## src/rtl/sig_mixer_if.sv

```systemverilog
// sig_mixer_if: bundles the mixer's strobe/config/sample inputs and its
// result/status outputs.
//   master modport: the sample source / controller (drives strobe, ch_en,
//                   gain, sig_in; reads sig, sig_valid, clip, busy, overrun)
//   slave modport : the sig_mixer core
// Optional feature macro: SIG_MIXER_NOISE_EN adds the 1-bit noise_en input.
interface sig_mixer_if #(
  parameter int N_CH   = 5,
  parameter int W      = 16,
  parameter int GAIN_W = 4
);
  logic                     strobe;
  logic [N_CH-1:0]          ch_en;
  logic [N_CH*GAIN_W-1:0]   gain;
  logic [N_CH*W-1:0]        sig_in;
`ifdef SIG_MIXER_NOISE_EN
  logic                     noise_en;
`endif
  logic [W-1:0]             sig;
  logic                     sig_valid;
  logic                     clip;
  logic                     busy;
  logic                     overrun;

  modport master (
`ifdef SIG_MIXER_NOISE_EN
    output noise_en,
`endif
    output strobe, ch_en, gain, sig_in,
    input  sig, sig_valid, clip, busy, overrun
  );

  modport slave (
`ifdef SIG_MIXER_NOISE_EN
    input  noise_en,
`endif
    input  strobe, ch_en, gain, sig_in,
    output sig, sig_valid, clip, busy, overrun
  );
endinterface

```

## src/rtl/sig_mixer.sv

```systemverilog
// sig_mixer: time-multiplexed N_CH-channel waveform mixer.
// On a strobe in IDLE the channel samples, gains and enables are snapshotted;
// one channel per clock is scaled by its Q1.(GAIN_W-1) gain and accumulated;
// the sum is then saturated to W bits and presented with a one-cycle valid.
// Ports:
//   clk    - sample-domain clock
//   rst_n  - asynchronous active-low reset
//   bus    - sig_mixer_if.slave: strobe, ch_en, gain, sig_in in;
//            sig, sig_valid, clip, busy, overrun out (all registered)
// Optional feature macro: SIG_MIXER_NOISE_EN adds a 16-bit Fibonacci LFSR
// noise source mixed in at unity gain as an extra accumulate step.
module sig_mixer #(
  parameter int N_CH   = 5,
  parameter int W      = 16,
  parameter int GAIN_W = 4
) (
  input  logic        clk,
  input  logic        rst_n,
  sig_mixer_if.slave  bus
);

  // Sized so N_CH terms of max sample * max gain cannot wrap.
  localparam int ACC_W = W + GAIN_W + $clog2(N_CH + 1);
`ifdef SIG_MIXER_NOISE_EN
  localparam int STEPS = N_CH + 1;
`else
  localparam int STEPS = N_CH;
`endif
  localparam int IDX_W = (STEPS > 1) ? $clog2(STEPS) : 1;
  localparam logic [IDX_W-1:0] LAST_IDX = IDX_W'(STEPS - 1);
  localparam logic [ACC_W-1:0] SAT_MAX  = {{(ACC_W-W){1'b0}}, {W{1'b1}}};

  localparam logic [1:0] IDLE = 2'd0;
  localparam logic [1:0] ACC  = 2'd1;
  localparam logic [1:0] OUT  = 2'd2;

  // Sample times gain, dropping the GAIN_W-1 fractional bits.
  function automatic logic [ACC_W-1:0] scaled(input logic [W-1:0] s,
                                              input logic [GAIN_W-1:0] g);
    logic [W+GAIN_W-1:0] prod;
    prod   = {{GAIN_W{1'b0}}, s} * {{W{1'b0}}, g};
    scaled = ACC_W'(prod >> (GAIN_W - 1));
  endfunction

  logic [1:0]             state_q,    state_d;
  logic [IDX_W-1:0]       idx_q,      idx_d;
  logic [ACC_W-1:0]       acc_q,      acc_d;
  logic [N_CH*W-1:0]      snap_sig_q, snap_sig_d;
  logic [N_CH*GAIN_W-1:0] snap_gain_q, snap_gain_d;
  logic [N_CH-1:0]        snap_en_q,  snap_en_d;
  logic [W-1:0]           sig_q,      sig_d;
  logic                   sig_valid_q, sig_valid_d;
  logic                   clip_q,     clip_d;
  logic                   busy_q,     busy_d;
  logic                   overrun_q,  overrun_d;
  logic [ACC_W-1:0]       step_s;

`ifdef SIG_MIXER_NOISE_EN
  // Fibonacci LFSR, taps 15/14/12/3, feedback shifted in at the LSB.
  function automatic logic [15:0] lfsr_next(input logic [15:0] cur);
    lfsr_next = {cur[14:0], cur[15] ^ cur[14] ^ cur[12] ^ cur[3]};
  endfunction

  logic [15:0] lfsr_q,       lfsr_d;
  logic        snap_noise_q, snap_noise_d;
`endif

  // Contribution of the current accumulate step (zero for disabled channels).
  always_comb begin
    step_s = {ACC_W{1'b0}};
    for (int i = 0; i < N_CH; i++) begin
      if ((idx_q == IDX_W'(i)) && snap_en_q[i]) begin
        step_s = scaled(snap_sig_q[i*W +: W], snap_gain_q[i*GAIN_W +: GAIN_W]);
      end else begin
        step_s = step_s;
      end
    end
`ifdef SIG_MIXER_NOISE_EN
    // LFSR was advanced on the accepting strobe and holds for the whole mix.
    if ((idx_q == IDX_W'(N_CH)) && snap_noise_q) begin
      step_s = ACC_W'(lfsr_q);
    end else begin
      step_s = step_s;
    end
`endif
  end

  // Next-state logic for the IDLE -> ACC -> OUT mix sequence.
  always_comb begin
    state_d     = state_q;
    idx_d       = idx_q;
    acc_d       = acc_q;
    snap_sig_d  = snap_sig_q;
    snap_gain_d = snap_gain_q;
    snap_en_d   = snap_en_q;
    sig_d       = sig_q;
    clip_d      = clip_q;
    sig_valid_d = 1'b0;
    // A strobe in ACC or OUT is dropped and flagged one cycle later.
    overrun_d   = bus.strobe && (state_q != IDLE);
`ifdef SIG_MIXER_NOISE_EN
    lfsr_d       = lfsr_q;
    snap_noise_d = snap_noise_q;
`endif
    case (state_q)
      IDLE: begin
        if (bus.strobe) begin
          snap_sig_d  = bus.sig_in;
          snap_gain_d = bus.gain;
          snap_en_d   = bus.ch_en;
          acc_d       = {ACC_W{1'b0}};
          idx_d       = {IDX_W{1'b0}};
          state_d     = ACC;
`ifdef SIG_MIXER_NOISE_EN
          lfsr_d       = lfsr_next(lfsr_q);
          snap_noise_d = bus.noise_en;
`endif
        end else begin
          state_d = IDLE;
        end
      end
      ACC: begin
        acc_d = acc_q + step_s;
        if (idx_q == LAST_IDX) begin
          state_d = OUT;
        end else begin
          idx_d = idx_q + IDX_W'(1);
        end
      end
      OUT: begin
        if (acc_q > SAT_MAX) begin
          sig_d  = SAT_MAX[W-1:0];
          clip_d = 1'b1;
        end else begin
          sig_d  = acc_q[W-1:0];
          clip_d = 1'b0;
        end
        sig_valid_d = 1'b1;
        state_d     = IDLE;
      end
      default: begin
        state_d = IDLE;
      end
    endcase
    busy_d = (state_d != IDLE);
  end

  // State and output registers; reset aborts any mix in progress.
  always_ff @(posedge clk or negedge rst_n) begin
    if (!rst_n) begin
      state_q     <= IDLE;
      idx_q       <= {IDX_W{1'b0}};
      acc_q       <= {ACC_W{1'b0}};
      snap_sig_q  <= {(N_CH*W){1'b0}};
      snap_gain_q <= {(N_CH*GAIN_W){1'b0}};
      snap_en_q   <= {N_CH{1'b0}};
      sig_q       <= {W{1'b0}};
      sig_valid_q <= 1'b0;
      clip_q      <= 1'b0;
      busy_q      <= 1'b0;
      overrun_q   <= 1'b0;
`ifdef SIG_MIXER_NOISE_EN
      lfsr_q       <= 16'd773;
      snap_noise_q <= 1'b0;
`endif
    end else begin
      state_q     <= state_d;
      idx_q       <= idx_d;
      acc_q       <= acc_d;
      snap_sig_q  <= snap_sig_d;
      snap_gain_q <= snap_gain_d;
      snap_en_q   <= snap_en_d;
      sig_q       <= sig_d;
      sig_valid_q <= sig_valid_d;
      clip_q      <= clip_d;
      busy_q      <= busy_d;
      overrun_q   <= overrun_d;
`ifdef SIG_MIXER_NOISE_EN
      lfsr_q       <= lfsr_d;
      snap_noise_q <= snap_noise_d;
`endif
    end
  end

  assign bus.sig       = sig_q;
  assign bus.sig_valid = sig_valid_q;
  assign bus.clip      = clip_q;
  assign bus.busy      = busy_q;
  assign bus.overrun   = overrun_q;

endmodule

```

## src/flat_wrapper.sv

```systemverilog
// flat-port wrapper written by rule: the top's interface ports become plain ports
module sig_mixer_flat 
#(
  parameter int N_CH   = 5,
  parameter int W      = 16,
  parameter int GAIN_W = 4
)
  (clk, rst_n, bus_strobe, bus_ch_en, bus_gain, bus_sig_in, bus_sig, bus_sig_valid, bus_clip, bus_busy, bus_overrun);
  sig_mixer_if #(.N_CH(N_CH), .W(W), .GAIN_W(GAIN_W)) bus_i ();
  input  logic clk;
  input  logic rst_n;
  input wire logic [$bits(bus_i.strobe)-1:0] bus_strobe;
  input wire logic [$bits(bus_i.ch_en)-1:0] bus_ch_en;
  input wire logic [$bits(bus_i.gain)-1:0] bus_gain;
  input wire logic [$bits(bus_i.sig_in)-1:0] bus_sig_in;
  output wire logic [$bits(bus_i.sig)-1:0] bus_sig;
  output wire logic [$bits(bus_i.sig_valid)-1:0] bus_sig_valid;
  output wire logic [$bits(bus_i.clip)-1:0] bus_clip;
  output wire logic [$bits(bus_i.busy)-1:0] bus_busy;
  output wire logic [$bits(bus_i.overrun)-1:0] bus_overrun;
  assign bus_i.strobe = bus_strobe;
  assign bus_i.ch_en = bus_ch_en;
  assign bus_i.gain = bus_gain;
  assign bus_i.sig_in = bus_sig_in;
  assign bus_sig = bus_i.sig;
  assign bus_sig_valid = bus_i.sig_valid;
  assign bus_clip = bus_i.clip;
  assign bus_busy = bus_i.busy;
  assign bus_overrun = bus_i.overrun;
  sig_mixer #(.N_CH(N_CH), .W(W), .GAIN_W(GAIN_W)) u_core (.clk(clk), .rst_n(rst_n), .bus(bus_i));
endmodule
```

## config.mk

```make
export PLATFORM = sky130hd
export DESIGN_NAME = sig_mixer_flat
export DESIGN_NICKNAME = d
export VERILOG_FILES = /design/src/rtl/sig_mixer_if.sv /design/src/rtl/sig_mixer.sv /design/src/flat_wrapper.sv
export SDC_FILE = /design/constraint.sdc
export NUM_CORES = 1
export LEC_CHECK = 0
export CORE_ASPECT_RATIO = 0.6
export CORE_MARGIN = 2
export CORE_UTILIZATION = 60
export CTS_CLUSTER_DIAMETER = 80
export CTS_CLUSTER_SIZE = 30
export DETAILED_ROUTE_END_ITERATION = 12
export GPL_TIMING_DRIVEN = 0
export PLACE_DENSITY = 0.87
export SLEW_MARGIN = 20
export SYNTH_ARGS = -nofsm -noshare
export SYNTH_HDL_FRONTEND = slang
export SYNTH_SLANG_ARGS = --single-unit
```

## constraint.sdc

```tcl
create_clock -name clk -period 7.6 [get_ports clk]
set_input_delay 0.76 -clock clk [delete_from_list [all_inputs] [get_ports clk]]
set_output_delay 0.76 -clock clk [all_outputs]
set_load 0.005 [all_outputs]
```

==> metrics.md, run 1 <==
| Metric | Value |
|---|---|
| YS warnings | 0 |
| Clock Latency Late Sink | roughly 470 ps |
| Via count | approximately 14,000 |
| Average cell area after synthesis | 8.107 µm² |
| Level count of the clock H-tree | 4 |
| Most repeated library cell on the critical path | o21ai_1 |
| Crit-path leading delay family | compound AO/OA/AOI/OAI gates |
| GRT Util Overall | about a third |
| Total of max-cap violations | 0 |
| Number of placement rows | 46 |
| Endpoint of the worst register-to-register path | u_core.acc_q[19] |
| Remaining antenna violation count after routing | 0 |
| Total non-filler cell area in the finished layout | ~0.019 mm² |
| Required time of the worst setup path | 7990 ps |
| CTS tree | built |
| Starting Density | around three fifths |
| Worst endpoint data arrival time | about 7500 ps |
| Post-synthesis share of cell area spent on xor and xnor gates | under 10% |
| Detail-routed net length per standard cell | approximately 17 µm |
| Worst slack at placement | roughly 560 ps |
| Final clock period utilization by the worst path | between 90 and 100% |
| Largest clock skew in the final design | ~13 ps |
| Clock Path Buffers | 2 |
| Mux share of post-synthesis cell area | 0.2458% |
| Fraction of the mapped netlist area in compound gates | 12.81% |
| Overflow left after global routing | 0 |
| Peak supply drop | 0.0002125 V |
| Static leakage power | ~9.5 nW |
| Share of synthesized area occupied by flip-flops and latches | 23.51% |
| Startpoint of the worst-slack reg-to-reg timing path | u_core.snap_gain_q[5] |
| Worst reg-to-reg path cell count | 28 |
| Number of synthesized flops with an enable pin | 0 |
| Final setup fails | 0 |
| Hold Violations, Final | 0 |
| Worst setup EP type | flop |
| Main combinational cell family by area after synthesis | adder cells |
| Min cycle time layout | just over 7000 ps |
| 1st-iter DRT viols | around 1,400 |
| Die Width | roughly 220 µm |
| CP startpoint kind | flop |
| Post-route non-filler standard cell count | approximately 2,500 |
| Root buffer cell | clkbuf_16 |
| Number of instances in the placed design | 2,497 |
| Initial antenna violation count | 0 |
| RSZ-0062 raised after global routing | no |
| Number of detailed-route iterations in the first pass | 6 |
| Height of the die | around 130 µm |
| Area growth from synthesis to layout | 14.47% |
| Placeable core region | about 0.027 mm² |
| Prevailing post-synth register cell | dfrtp_1 |
| Maximum number of pins on one net before global-route repair | between 90 and 100 |
| Yosys reg bits | between 150 and 200 |
| Total number of clock tree sinks | around 150 |
| Clock-pin transition on the worst setup and hold timing paths | ~70 ps |
| Post-placement cell area | ~0.018 mm² |
| Largest stage delay on the critical path | 550 ps |
| Worst relative slew slack | 27.54% |
| Register-to-register path setup slack | approximately 510 ps |
| Global-route wire length before repair | 70,950 µm |
| Status | completed |
| Share of layout cells above drive strength 1 | approximately 2.4% |
| Slowest-stage cell, CP | fa_1 |
| Post-Synthesis Cells | 2,009 |
| I/O pin total | 128 |
| Die area | 0.02852 mm² |
| Routed vias/inst | roughly 5.7 |
| Number of library cell types mapped by synthesis | 63 |
| Aggregate routed wire length | roughly 44,000 µm |
| Via count of the first global-routing pass | about 14,000 |
| Count of port buffers added during placement | about 130 |
| Worst min-delay path category | input port to asynchronous set/reset pin |
| Count of pins over their slew limit | 0 |
| Synth async-reset ratio | 100.0% |
| Post-synthesis adder-cell area fraction | ~28% |
| Final weighted congestion in routability-driven placement | ~1.0 |
| Post-route worst setup slack | roughly 510 ps |
| Synth Area in Simple Gates | 24.49% |
| Diodes inserted | 0 |
| Syn_nets | around 2,400 |
| Buffer and inverter count on the worst path | 4 |
| WP depth | 28 |
| Post-synthesis cell area | between 0.015 and 0.02 mm² |
| Count of unresolved DRC violations after routing | 0 |
| Crit Path Class | flop to flop |
| Maximum fanout along the worst path | 10 |
| Post-route setup TNS | 0 ps |
| Fillcell total | around 2,100 |
| Total number of nets in the final design | ~2,500 |
| Total setup buffers inserted after CTS | 0 |
| Total power divided by cell area | 494.5 mW/mm² |
| Number of buffers added by the clock tree synthesis step | 17 |
| Fmax | about 0.14 GHz |
| Post-detailed-placement half-perimeter wirelength | 34,620 µm |
| Transition at the pin with the smallest max-transition slack | 1087 ps |
==> metrics by stage <==
stage | hold WS (ps) | util [%] | power [mW]
floorplan | 445.5 | - | 6.174
detailed placement | 484.6 | 67.99 | 8.086
global route | 254.3 | 70.26 | 10.04
global placement | 474.6 | 67.87 | 7.785
finish | 209.7 | 70.26 | 9.220
CTS | 232.5 | 70.24 | 9.050
==> cell usage after synthesis (5+ instances only) <==
cell type  instances  area (µm²)
nand3_1           33       165.2
a21oi_1           91       455.4
inv_1            236       885.9
nand4_1           19       118.9
or3_1              5       31.28
and3_1             9       56.30
o21a_1            12       90.09
o21ai_0           53       265.3
clkbuf_1          64       240.2
o221ai_1           7       61.31
o211ai_1          11       82.58
nand2_1          521        1956
nand2b_1          17       106.4
o22a_1            16       140.1
a211oi_1          10       75.07
o21bai_1           9       67.56
a31oi_1            5       31.28
o21ai_1           21       105.1
and2_1           173        1082
xor2_1            40       350.3
ha_1             136        1702
nor3_1            17       85.08
o31ai_1            8       60.06
dfrtp_1          153        3829
nor2b_1           17       106.4
a21o_1            31       232.7
o22ai_1            5       31.28
nor2_1            54       202.7
fa_1             141        2823
xnor2_1           37       324.1
==> cells in the final DEF, fill, tap and decap left out, drive strengths merged, types with 37 or more instances in the layout <==
cell type	synthesis	layout
a21oi	92	92
and2	173	173
clkbuf	64	81
clkdlybuf4s50	0	126
dfrtp	153	153
fa	141	141
ha	136	136
inv	236	246
nand2	521	521
nor2	55	55
o21ai	75	75
xnor2	37	37
xor2	40	40
==> state kept, by name, summed over array words and instances (netlist names) <==
name / count
u_core.acc_q: 23
u_core.bus.busy: 1
u_core.bus.clip: 1
u_core.bus.overrun: 1
u_core.bus.sig: 16
u_core.bus.sig_valid: 1
u_core.idx_q: 3
u_core.snap_en_q: 5
u_core.snap_gain_q: 20
u_core.snap_sig_q: 80
u_core.state_q: 2
==> layout make-up <==
type                    count  area, µm²  share of cell area, %
multi-input cells        1552      11320                  60.72
flip-flops and latches    153       3829                  20.54
repair buffers            128       1304                  6.993
inverters                 236      885.9                  4.752
well taps                 360      450.4                  2.416
clock buffers              17      425.4                  2.282
plain buffers              68      259.0                  1.389
clock inverters            15      170.2                 0.9127
==> repair_timing <==
item,in CTS,in global routing
resized for setup,0,1
hold buffers,0,0
setup endpoints to repair,0,4
==> metal layers <==
metal	part of all wire, %	GRT usage, %	up-vias	wire length, µm
met3	11	9.352	93	4693
li1	-	-	6785	-
met5	0	0	-	0
met4	2.9	10.73	0	1258
met2	41	43.93	640	17700
met1	46	46.42	6939	19890
==> cell families after synthesis <==
logic type	Yosys count
multiplexers	4
XOR/XNOR	77
flip-flops	153
AND/OR/NAND/NOR	875
AO/OA/AOI/OAI	319
adder cells (fa/ha/maj)	277
buffers and inverters	304
==> worst reg2reg max path: cells and delay by family, from the launching register on <==
kind / cells / cell delay (ps)
simple gates: 6 / 1230
mux: 1 / 180
fa+ha+maj: 4 / 1780
flops: 1 / 530
buf+inv: 4 / 750
compound gates: 13 / 2550
==> how the worst max path moves through the flow <==
stage                                from                endpoint
finish              u_core.snap_gain_q[5]        u_core.acc_q[19]
global route        u_core.snap_gain_q[5]        u_core.acc_q[21]
CTS                 u_core.snap_gain_q[5]        u_core.acc_q[19]
detailed placement  u_core.snap_gain_q[5]        u_core.acc_q[19]
global placement                    rst_n  u_core.snap_gain_q[12]
floorplan           u_core.snap_gain_q[5]        u_core.acc_q[19]
==> report_power, final <==
part	internal, mW	leakage (nW)	switching, mW
clock network	0.443	0.289	0.444
logic	2.63	7.35	4.02
registers	1.19	1.90	0.499
(Power assumes the default switching activity.)
==> inputs of run 2 (changes only) <==
- PLACE_DENSITY: 0.87 -> 0.82
- SETUP_SLACK_MARGIN: unset -> 0.4
==> metrics.md, run 2 (synthesis gave the netlist of run 1 again) <==
| Metric | Value |
|---|---|
| Net load switching power | 4.934 mW (-0.53%) |
| Worst setup EP type | flop |
| Most repeated library cell on the critical path | o21ai_1 |
| Final setup fails | 0 (unchanged) |
| Starting Density | 61.38% (unchanged) |
| Area growth from synthesis to layout | 14.47% (unchanged) |
| Global routing met3 resource utilization | 6.713% (-2.6 points) |
| Diodes inserted | 0 (unchanged) |
| Leading cell types in the layout, fill and taps excluded | nand2_1 (521), inv_1 (236), and2_1 (173), dfrtp_1 (153), fa_1 (141) |
| Registers with the highest flip-flop counts | u_core.snap_sig_q x80, u_core.acc_q x23, u_core.snap_gain_q x20 |
| Clock Latency Late Sink | 480 ps (about the same) |
| Most frequent standard cell in the layout excluding fill and tap cells | nand2_1 |
| Hold Violations, Final | 0 (unchanged) |
| Sequential share of power | 18.4% (about the same) |
| Post-detailed-placement half-perimeter wirelength | 34,970 µm (+1.0%) |
| Gr busiest metal | met1 |
| Clock Path Buffers | 2 (unchanged) |
| Count of unresolved DRC violations after routing | 0 (unchanged) |
| Worst endpoint data arrival time | 7290 ps (-190 ps) |
| CP endpoint | u_core.acc_q[19] |
| Worst min-delay path category | input port to asynchronous set/reset pin |
| Number of buffers added by the clock tree synthesis step | 17 (unchanged) |
| GR Layer Usage met2 | 45.09% (+1.2 points) |
| Post-placement cell area | 0.01804 mm² (unchanged) |
| Fillcell total | 2,191 (+3.9%) |
| Aggregate routed wire length | 43,580 µm (about the same) |
| Total number of clock tree sinks | 153 (unchanged) |
| Total design power | 9.195 mW (-0.27%) |
| Largest stage delay on the critical path | 540 ps (about the same) |
| Required time of the worst setup path | 7990 ps (about the same) |
| Count of pins over their slew limit | 0 (unchanged) |
| Post-route worst setup slack | 695.7 ps (+189.8 ps) |
| Min cycle time layout | 6904 ps (-189.8 ps) |
| GRT Util Overall | 31.91% (+0.43 points) |
| Total non-filler cell area in the finished layout | 0.01864 mm² (unchanged) |
| Die area | 0.02852 mm² (unchanged) |
| Placeable core region | 0.02653 mm² (unchanged) |
| Met1 Resource Use GR | 48.87% (+2.5 points) |
| Area taken by flip-flops and latches | 0.003829 mm² (unchanged) |
| Peak supply drop | 0.0002090 V (-1.6%) |
| Final clock period utilization by the worst path | 90.85% (-2.5 points) |
| Total of max-cap violations | 0 (unchanged) |
| I/O pin total | 128 (unchanged) |
| Initial antenna violation count | 0 (unchanged) |
| Remaining antenna violation count after routing | 0 (unchanged) |
| Detail-routed net length per standard cell | 17.23 µm (about the same) |
| Clock network fraction of design power | 9.6% (about the same) |
| Transition at the pin with the smallest max-transition slack | 1043 ps (-43.77 ps) |
| Register-to-register path setup slack | 700 ps (+190 ps) |
| Startpoint of the worst-slack reg-to-reg timing path | u_core.snap_gain_q[5] |
| Fmax | 0.1448 GHz (+2.7%) |
| Slowest-stage cell, CP | fa_1 |
| Via count | 14,520 (+0.42%) |
| Status | completed |
| Die Width | 216.7 µm (unchanged) |
| CTS tree | built |
| Number of detailed-route iterations in the first pass | 6 (unchanged) |
| Switching share of power | 53.66% (-0.14 points) |
| Crit Path Class | flop to flop |
| Worst reg-to-reg path cell count | 28 (unchanged) |
| Number of placement rows | 46 (unchanged) |
| Maximum fanout along the worst path | 10 (unchanged) |
| Root buffer cell | clkbuf_16 |
| CP startpoint kind | flop |
| Worst relative slew slack | 30.46% (+2.9 points) |
| Worst slack at placement | 624.3 ps (+60.88 ps) |
| Worst setup path startpoint | u_core.snap_gain_q[5] |
| Count of port buffers added during placement | 127 (unchanged) |
| RSZ-0062 raised after global routing | no |
| Overflow left after global routing | 0 (unchanged) |
| Comb power frac | 72.1% (about the same) |
| Largest Register | u_core.snap_sig_q |
| 1st-iter DRT viols | 1,413 (+0.28%) |
| Largest clock skew in the final design | 17.70 ps (+5.031 ps) |
| Maximum number of pins on one net before global-route repair | 97 (+5.4%) |
| Share of layout cells above drive strength 1 | 2.582% (+0.23 points) |
| Via count of the first global-routing pass | 14,200 (+0.90%) |
| Number of flip-flops in the largest register | 80 (unchanged) |
| Static leakage power | 9.561 nW (+0.20%) |
| Endpoint of the worst register-to-register path | u_core.acc_q[19] |
| Total setup buffers inserted after CTS | 0 (unchanged) |
| Total number of nets in the final design | 2,541 (unchanged) |
| Total power divided by cell area | 493.2 mW/mm² (-0.27%) |
| Final weighted congestion in routability-driven placement | 0.9469 (-5.4%) |
| Level count of the clock H-tree | 4 (unchanged) |
| Clock-pin transition on the worst setup and hold timing paths | 70 ps (about the same) |
| Multi-input gate area in the final layout | 0.01132 mm² (unchanged) |
| Internal power contribution | 4.261 mW (about the same) |
| Routed vias/inst | 5.741 (+0.42%) |
| Number of buffers inserted for hold repair after clock tree synthesis | 0 (unchanged) |
| Height of the die | 131.6 µm (unchanged) |
| Global-route wire length before repair | 72,170 µm (+1.7%) |
==> run 2: cell types whose count changed in the layout (fill, tap and decap cells not counted), sizes merged <==
cell	change
inv	+1
clkinvlp	-1
==> run 2: repair_timing <==
| item | in CTS | in global routing |
|---|---|---|
| endpoints found under the hold margin | 0 | 0 |
| endpoints found under the setup margin | 0 | 7 |
| gates resized for setup | 0 | 11 |
==> run 2: power groups by stage <==
stage	Sequential, mW	Combinational (mW)	Clock (mW)
global placement	1.66	6.16	0
finish	1.69	6.63	0.881
floorplan	1.48	4.69	0
detailed placement	1.68	6.43	0
CTS	1.67	6.49	0.888
global route	1.74	7.40	0.918
==> run 2: worst max-delay path, delay by kind of cell, from the launching register on <==
family,cells,cell delay [ps]
simple gates,6,1210
compound gates,13,2510
fa+ha+maj,4,1740
buf+inv,4,630
flops,1,520
mux,1,180
==> run 2: how the worst min path moves through the flow <==
stage,start,end,slack (ps),cells past startpoint
after global routing,rst_n,u_core.snap_gain_q[1],230,1
after global placement,u_core.bus.clip,u_core.bus.clip,480,1
after CTS,rst_n,u_core.snap_gain_q[1],200,1
after detailed placement,u_core.snap_en_q[3],u_core.snap_en_q[3],490,2
after floorplan,u_core.snap_en_q[0],u_core.snap_en_q[0],450,2
final,rst_n,u_core.snap_gain_q[3],180,1
==> run 2: stage by stage <==
step	instances	util, %	hold slack, ps	TNS [ps]
2_1_floorplan	2009	-	445.5	0
3_3_place_gp	2496	67.87	475.8	-59830
3_5_place_dp	2497	67.99	492.1	0
4_1_cts	2529	70.22	195.3	0
5_1_grt	2529	70.26	230.2	0
6_report	2529	70.26	183.3	0
==> run 2: layout make-up <==
cell class	count	share of cell area [%]
repair buffers	128	6.993
well taps	360	2.416
inverters	236	4.752
flip-flops and latches	153	20.54
plain buffers	68	1.423
clock buffers	17	2.282
multi-input cells	1552	60.72
clock inverters	15	0.8792
==> run 2: layer usage <==
layer / part of all wire [%] / vias to the layer above
met2: 41 / 639
met5: 0 / -
met1: 48 / 7030
li1: - / 6784
met4: 2.0 / 0
met3: 9.4 / 65
==> inputs of run 3 (changes only) <==
- CORE_UTILIZATION: 60 -> 43
- GPL_TIMING_DRIVEN: 0 -> unset
- PLACE_DENSITY: 0.82 -> unset
==> metrics.md, run 3 (synthesis gave the netlist of run 1 again) <==
| Metric | Value |
|---|---|
| Post-detailed-placement half-perimeter wirelength | 33,300 µm (-4.8%) |
| Post-route worst setup slack | 1161 ps (+465.2 ps) |
| Initial antenna violation count | 0 (unchanged) |
| Total met3 wirelength after detailed routing | 2248 µm (-45%) |
| Fmax | 0.1553 GHz (+7.2%) |
| Min cycle time layout | 6439 ps (-465.2 ps) |
| Worst reg-to-reg path cell count | 26 (-7.1%) |
| Clock Latency Late Sink | 460 ps (-20 ps) |
| Maximum number of pins on one net before global-route repair | 96 (-1.0%) |
| CTS tree | built |
| Worst relative slew slack | 30.36% (-0.096 points) |
| Height of the die | 154.8 µm (+18%) |
| Count of unresolved DRC violations after routing | 0 (unchanged) |
| Via count | 13,580 (-6.4%) |
| Most frequent standard cell in the layout excluding fill and tap cells | nand2_1 |
| Final weighted congestion in routability-driven placement | 0.9164 (-3.2%) |
| Total number of nets in the final design | 2,476 (-2.6%) |
| Required time of the worst setup path | 7960 ps (-30 ps) |
| Area growth from synthesis to layout | 14.10% |
| Placeable core region | 0.03750 mm² (+41%) |
| Worst min-delay path category | input port to asynchronous set/reset pin |
| Starting Density | 43.43% (-18 points) |
| Die area | 0.03950 mm² (+38%) |
| Clock Path Buffers | 2 (unchanged) |
| CP startpoint kind | flop |
| Aggregate routed wire length | 42,280 µm (-3.0%) |
| 1st-iter DRT viols | 1,129 (-20%) |
| Status | completed |
| Worst endpoint data arrival time | 6800 ps (-490 ps) |
| Via count of the first global-routing pass | 13,100 (-7.7%) |
| Count of port buffers added during placement | 127 (unchanged) |
| Static leakage power | 9.466 nW (-0.99%) |
| Final setup fails | 0 (unchanged) |
| Met2 wire len | 16,360 µm (-8.1%) |
| M1 wire length | 23,290 µm (+12%) |
| Final clock period utilization by the worst path | 84.72% (-6.1 points) |
| Peak supply drop | 0.0002101 V (+0.50%) |
| Total setup buffers inserted after CTS | 0 (unchanged) |
| Die Width | 255.3 µm (+18%) |
| Overflow left after global routing | 0 (unchanged) |
| Total power divided by cell area | 487.9 mW/mm² (-1.1%) |
| Count of pins over their slew limit | 0 (unchanged) |
| Number of placement rows | 55 (+20%) |
| I/O pin total | 128 (unchanged) |
| Top routing layer used | met4 |
| Post-cts gate resize count | 0 (unchanged) |
| Worst setup EP type | flop |
| GRT Util Overall | 22.36% (-9.5 points) |
| Hold slack final | 398.3 ps (+215.0 ps) |
| Total design power | 9.067 mW (-1.4%) |
| Hold Violations, Final | 0 (unchanged) |
| Total number of clock tree sinks | 153 (unchanged) |
| RSZ-0062 raised after global routing | no |
| Largest Register | u_core.snap_sig_q |
| Leading cell types in the layout, fill and taps excluded | nand2_1 (520), inv_1 (236), and2_1 (172), dfrtp_1 (153), fa_1 (141) |
| Number of detailed-route iterations in the first pass | 5 (-1) |
| Worst slack at placement | 1216 ps (+592.0 ps) |
| Maximum fanout along the worst path | 17 (+7) |
| Registers with the highest flip-flop counts | u_core.snap_sig_q x80, u_core.acc_q x23, u_core.snap_gain_q x20 |
| Diodes inserted | 0 (unchanged) |
| Remaining antenna violation count after routing | 0 (unchanged) |
| Largest clock skew in the final design | 14.88 ps (-2.821 ps) |
| Crit Path Class | flop to flop |
| Routed vias/inst | 5.191 (-9.6%) |
| Detail-routed net length per standard cell | 16.15 µm (-6.2%) |
| Number of flip-flops in the largest register | 80 (unchanged) |
| Total of max-cap violations | 0 (unchanged) |
| Root buffer cell | clkbuf_16 |
| Level count of the clock H-tree | 4 (unchanged) |
| Global-route wire length before repair | 70,320 µm (-2.6%) |
| Post-route setup TNS | 0 ps (unchanged) |
| Number of buffers inserted for hold repair after clock tree synthesis | 0 (unchanged) |
| Share of layout cells above drive strength 1 | 2.424% (-0.16 points) |
| Number of buffers added by the clock tree synthesis step | 17 (unchanged) |
| Transition at the pin with the smallest max-transition slack | 1041 ps (-2.397 ps) |
| Clock-pin transition on the worst setup and hold timing paths | 70 ps (about the same) |
-- run 3: cell types whose count changed in the layout (fill, tap and decap cells not counted), sizes merged --
| cell | before | now |
|---|---|---|
| clkbuf | 81 | 19 |
| inv | 247 | 241 |
| clkinvlp | 0 | 2 |
| bufinv | 0 | 2 |
| buf | 6 | 5 |
-- run 3: worst max-delay path, cell delays in order, from the launching register on --
cell and delay, ps:
dfrtp_1 550, and2_1 240, fa_1 530, inv_1 50
fa_1 470, inv_1 40, ha_1 320, nor2b_1 160
o31a_1 250, o21ai_1 180, o21ai_1 150, a21o_1 230
a21o_1 180, a211oi_1 290, o221ai_1 200, o21ai_0 170
a221oi_1 150, ha_1 420, nor2b_1 180, a41oi_1 170
o21ai_1 120, or4b_4 510, nand3_2 140, nor2_2 60
a221oi_4 350, o211ai_1 120, o31ai_1 100
-- run 3: layout make-up --
cell class,count,area [µm²]
Sequential cell,153,3829
Clock inverter,13,158.9
Fill cell,3626,18920
Clock buffer,19,442.9
Tap cell,513,641.9
Inverter,236,885.9
Timing Repair Buffer,131,1303
Multi-Input combinational cell,1552,11320
-- run 3: through the flow --
stage / instances / instance area, µm² / utilization [%]
5_1_grt: 2617 / 18580 / 49.55
6_report: 2617 / 18580 / 49.55
2_1_floorplan: 2009 / 16290 / -
3_3_place_gp: 2585 / 17980 / 47.95
4_1_cts: 2617 / 18580 / 49.55
3_5_place_dp: 2585 / 17980 / 47.95
-- run 3: report_power, final --
part           switching (mW)  total, mW  internal [mW]  leakage (nW)
clock                   0.413      0.915          0.502         0.289
sequential              0.639       1.83           1.19          1.90
combinational            3.76       6.33           2.57          7.28
-- run 3: metal layers --
metal	GRT usage, %	up-vias
met4	3.759	0
met3	3.366	32
met1	37.29	6570
li1	-	6646
met2	30.01	336
met5	0	-
-- run 3: path summary, 6_finish.rpt --
kind                                       startpoint                     to  slack, ps
min in group clk                      u_core.bus.clip        u_core.bus.clip        500
worst max-delay path            u_core.snap_gain_q[5]       u_core.acc_q[17]       1160
worst min register to register        u_core.bus.clip        u_core.bus.clip        500
max in group asynchronous                       rst_n  u_core.snap_sig_q[48]       5860
worst min-delay path                            rst_n   u_core.snap_sig_q[4]        400
worst max register to register  u_core.snap_gain_q[5]       u_core.acc_q[17]       1160
